**config.mk**
```make
export PLATFORM = sky130hd
export DESIGN_NAME = fifo_wr_arbiter
export DESIGN_NICKNAME = d
export VERILOG_FILES = /design/src/rtl/fifo_wr_arbiter.sv
export SDC_FILE = /design/constraint.sdc
export NUM_CORES = 1
export LEC_CHECK = 0
export CAP_MARGIN = 20
export CORE_UTILIZATION = 40
export DETAILED_ROUTE_END_ITERATION = 8
export PLACE_DENSITY_LB_ADDON = 0.1
export REMOVE_ABC_BUFFERS = 1
export SLEW_MARGIN = 20
export SYNTH_ARGS = -nofsm -noshare
export SYNTH_HDL_FRONTEND = slang
export SYNTH_SLANG_ARGS = --single-unit
```
**constraint.sdc**
```tcl
create_clock -name wclk -period 5.01 [get_ports wclk]
set_input_delay 1.002 -clock wclk [delete_from_list [all_inputs] [get_ports wclk]]
set_output_delay 1.002 -clock wclk [all_outputs]
set_load 0.005 [all_outputs]
```
**src/rtl/fifo_wr_arbiter.sv**
```systemverilog
// fifo_wr_arbiter: round-robin arbiter giving four requesters bursts of writes
// into one FIFO write port. A tenure lasts until the grantee drops its request,
// completes BURST transfers, or (optionally) stalls too long behind a full FIFO.
// Optional feature: define FIFO_WR_ARB_TIMEOUT_EN to add the stall timeout.
//
// state | meaning
// IDLE  | no grant outstanding, waiting for any request
// GRANT | one requester owns the write port; gnt is one-hot
module fifo_wr_arbiter #(
   parameter int Width = 4,
   parameter int BURST = 4
) (
   input  logic                 wclk,
   input  logic                 wreset,
   input  logic [3:0]           req,
   input  logic [4*Width-1:0]   req_data,
   input  logic                 full,
   output logic [3:0]           gnt,
   output logic                 wen,
   output logic [Width-1:0]     wdata,
   output logic                 busy,
   output logic                 timeout
);

   typedef enum logic {IDLE, GRANT} state_t;

   localparam logic [3:0] BURST_LAST = 4'(BURST - 1);

   state_t     state;
   logic       armed;
   logic [1:0] last_granted;
   logic [3:0] burst_cnt;
   logic [1:0] cur;
   logic       owner_req;
   logic       drop;
   logic       burst_hit;
   logic       stall_hit;
   logic       tenure_end;
   logic [3:0] next_gnt;

   // Nearest requester after l wins; l itself is considered last.
   function automatic logic [3:0] rr_pick(input logic [3:0] r, input logic [1:0] l);
      logic [1:0] idx;
      rr_pick = '0;
      for (int k = 4; k >= 1; k--) begin
         idx = l + 2'(k);
         if (r[idx]) rr_pick = 4'b0001 << idx;
      end
   endfunction

   // Encode the one-hot grant and select the grantee's data.
   always_comb begin
      cur   = '0;
      wdata = '0;
      for (int i = 0; i < 4; i++) begin
         if (gnt[i]) begin
            cur   = 2'(i);
            wdata = req_data[i*Width +: Width];
         end
      end
   end

   assign owner_req  = |(gnt & req);
   assign wen        = owner_req & ~full;
   assign drop       = ~owner_req;
   assign burst_hit  = wen && (burst_cnt == BURST_LAST);
   assign tenure_end = drop | burst_hit | stall_hit;
   assign next_gnt   = rr_pick(req, cur);
   assign busy       = (state == GRANT);

`ifdef FIFO_WR_ARB_TIMEOUT_EN
   logic [3:0] stall_cnt;

   // The fifteenth consecutive stalled cycle ends the tenure.
   assign stall_hit = (state == GRANT) && full && (stall_cnt == 4'd14);

   // Consecutive full cycles within one tenure; timeout pulses after an abort.
   always_ff @(posedge wclk or negedge wreset) begin
      if (!wreset) begin
         stall_cnt <= '0;
         timeout   <= 1'b0;
      end else begin
         timeout <= stall_hit;
         if ((state != GRANT) || !full || tenure_end)
            stall_cnt <= '0;
         else
            stall_cnt <= stall_cnt + 4'd1;
      end
   end
`else
   assign stall_hit = 1'b0;
   assign timeout   = 1'b0;
`endif

   // Arbitration FSM; the first edge after reset release only arms it.
   always_ff @(posedge wclk or negedge wreset) begin
      if (!wreset) begin
         state        <= IDLE;
         gnt          <= '0;
         burst_cnt    <= '0;
         last_granted <= 2'd3;
         armed        <= 1'b0;
      end else begin
         armed <= 1'b1;
         case (state)
            IDLE: begin
               if (armed && (req != 4'b0000)) begin
                  gnt       <= rr_pick(req, last_granted);
                  burst_cnt <= '0;
                  state     <= GRANT;
               end
            end
            GRANT: begin
               if (tenure_end) begin
                  last_granted <= cur;
                  burst_cnt    <= '0;
                  if (req != 4'b0000) begin
                     gnt <= next_gnt;
                  end else begin
                     gnt   <= '0;
                     state <= IDLE;
                  end
               end else if (wen) begin
                  burst_cnt <= burst_cnt + 4'd1;
               end
            end
            default: begin
               state <= IDLE;
               gnt   <= '0;
            end
         endcase
      end
   end

endmodule

```
==> impl_results.md <==
* Status: completed
* CTS Buf Count at 3
* CTS root buf: clkbuf_4
* Adder-cell share of the synthesized area at 14.0%
* Starting density of the core at 42.3%
* Layout cells sized above 1 at 7.89%
* Post-CTS Hold Buffers at 0
* RD Place Congestion at 0.922
* Hold Fails Final Rpt at 0
* Clock Path Buffers at 2
* RSZ-0062 raised after global routing: no
* Layout Nets at 230
* Peak VDD IR at 0.341 mV
* Total track usage at 22.4%
* Worst-Margin Slew at 636 ps
* Initial antenna violation count at 0
* Syn_area_per_cell at 8.84 um2
* Crit Reg-Reg Startpoint: gnt[1]$_DFFE_PN0P_
* Post-synthesis sequential area ratio at 21.1%
* Slew Limit Fails at 0
* Area share of the largest cell type after synthesis at 17.5%
* TNS Setup at 0 ps
* Synth area leader: dfrtp_1
* I/O pin count at 34
* Crit path capture type: primary output
* ANT cells at 0
* Die X at 61.8 um
* Port Buffers at 32
* Worst-case clock skew at 0.884 ps
* Post-synthesis mux area share at 10.7%
* Core area at 0.00339 mm2
* Clock sinks at 12
* Critical path type: in -> out
* Hold Path Class: reg -> reg
* Vias in the first global route at 1379
* Post-synthesis instance total at 162
* Worst hold start: burst_cnt[3]$_DFFE_PN0P_
* Top delay family on crit path: buffers and inverters
* First-pass GRT wire length at 6310 um
* Number of detailed-route iterations in the first pass at 4
* Min Tclk post-route at 3650 ps
* Post-synth design cell area at 0.00143 mm2
* DRT iter0 DRCs at 67
* CTS tree: done
* Complex-gate fraction of the synthesized area at 27.7%
* Number of synthesized flops with an enable pin at 0
* Asr flop ratio synth at 100%
* Remaining DRCs at 0
* Postcts setup bufs at 0
* Count of final setup violators at 0
* Power density over cell area at 590 mW/mm2
* Crit-path cells: clkdlybuf4s50_1 > a22oi_1 > a31oi_1 > clkdlybuf4s50_1
* Leak pwr at 0.000758 uW
* Final WS setup at 1360 ps
* Max Cap Viol at 0
* Slowest stage cell, crit path: clkdlybuf4s50_1
* # rows at 21
* Post-cts sizing count at 0
* Post-DRT Antenna Nets at 0
* Yosys warnings at 0
* CP Launch Point: req[1]
* Period utilization at 72.9%
* Worst-path fanout max at 11
* Post-Synth XOR/XNOR Area at 0%
* Vias at 1392
* Final wirelength at 3860 um
* Max H-tree Level at 1
* Height of the die at 61.8 um
* Die area at 0.00382 mm2
* Clk_lat worst skew at 270 ps
* Area Overhead vs Synth at 25.0%
* Vias per cell at 5.90
* Post-Synth Simple-Gate Area at 19.9%
* Crit path DAT at 2650 ps
* Achievable Freq at 274 MHz
* Top post-synthesis cells by area: dfrtp_1 17%, ha_1 14%, mux4_1 5.5%
* Synth cell types at 51
* Synth Flop Type: dfrtp_1
* Total power at 1060 uW
* Total gr overflow at 0
* Detailed-placement wirelength estimate at 3120 um
* Pre-CTS setup slack at 1360 ps
* Layout Utilization at 52.8%
* Largest stage delay on the critical path at 680 ps
* Main combinational cell family by area after synthesis: compound AO/OA/AOI/OAI gates
* Wire per inst at 16.3 um
* Relative slew slack at 57.6%
* Pin count of the biggest net entering global routing at 21
* Clock transition at path regs at 70 ps
* Register bit total from synthesis at 12
* Buf/Inv on CP at 2
* Crit-path most repeated cell: clkdlybuf4s50_1
* Worst Hold Slack at 514 ps
* Worst setup SP type: input port
* Worst EP required at 4010 ps
[cell usage in the layout (no fill, tap or decap), types with 4 or more instances in the layout]
master,count
or3_1,7
a221o_1,6
o21ai_0,5
clkdlybuf4s50_1,32
nand3_1,4
inv_1,11
ha_1,16
a221oi_1,6
a22oi_1,5
dfrtp_1,10
mux2i_1,4
a21oi_1,7
nor2_1,9
nand2_1,13
[worst paths after layout]
check / endpoint / cells past startpoint / slack (ps)
worst max-delay path: wen / 4 / 1360
worst min-delay path: burst_cnt[3]$_DFFE_PN0P_ / 2 / 510
worst max register to register: gnt[2]$_DFFE_PN0P_ / 8 / 1690
worst min register to register: burst_cnt[3]$_DFFE_PN0P_ / 2 / 510
max in group asynchronous: last_granted[0]$_DFFE_PN1P_ / 1 / 3570
min in group asynchronous: gnt[3]$_DFFE_PN0P_ / 1 / 1080
[synth_stat cells, types with 3 or more instances]
cell type  number
inv_1          11
a221oi_1        6
a221o_1         6
a22oi_1         5
mux4_1          3
o22ai_1         3
dfrtp_1        10
ha_1           16
clkbuf_1        4
o21ai_0         5
nand2_1        13
mux2i_1         4
or3_1           7
nand3_1         4
a21oi_1         7
o311ai_0        3
o211ai_1        3
nand2b_1        3
nor2_1          9
[report_power, final]
group | internal, uW | switching (uW)
Combinational | 377 | 403
Sequential | 135 | 78.4
Clock | 30.9 | 31.7
Total | 543 | 513
[through the flow]
stage | cells | cell area [um2]
after global placement | 232 | 1760
after floorplan | 154 | 1390
after CTS | 236 | 1790
final | 236 | 1790
after global routing | 236 | 1790
after detailed placement | 232 | 1760
[final cells by class]
type                    instances  area [um2]
clock buffers                   4        26.3
well taps                      46        57.6
fillers                       322        1600
flip-flops and latches         12         303
inverters                      11        41.3
repair buffers                 32         320
multi-input cells             131        1040
[routing by layer]
layer  vias to the layer above  track usage (%)  routed length [um]
li1                        680                -                   -
met1                       685             29.4                1750
met2                        25             39.3                2000
met3                         2             3.31                  89
met4                         0             4.44                  21
met5                         -                0                   0
[sequential cells by signal, indices dropped and copies added (netlist names)]
register      cells
burst_cnt         4
armed             1
busy              1
last_granted      2
gnt               4
[logic make-up (layout without fill, tap and decap cells)]
| family | after synthesis | count (layout) |
|---|---|---|
| DFF | 12 | 12 |
| buffers and inverters | 19 | 47 |
| other | 2 | 2 |
| and+or+nand+nor | 52 | 52 |
| AOI/OAI and AO/OA | 52 | 52 |
| muxes | 9 | 9 |
| adders and majority gates | 16 | 16 |
[worst min-delay path, delay by kind of cell, from the launching register on]
kind               cells  cell delay (ps)
and+or+nand+nor        1               50
DFF                    1              370
AOI/OAI and AO/OA      1               60
(Power assumes the default switching activity.)
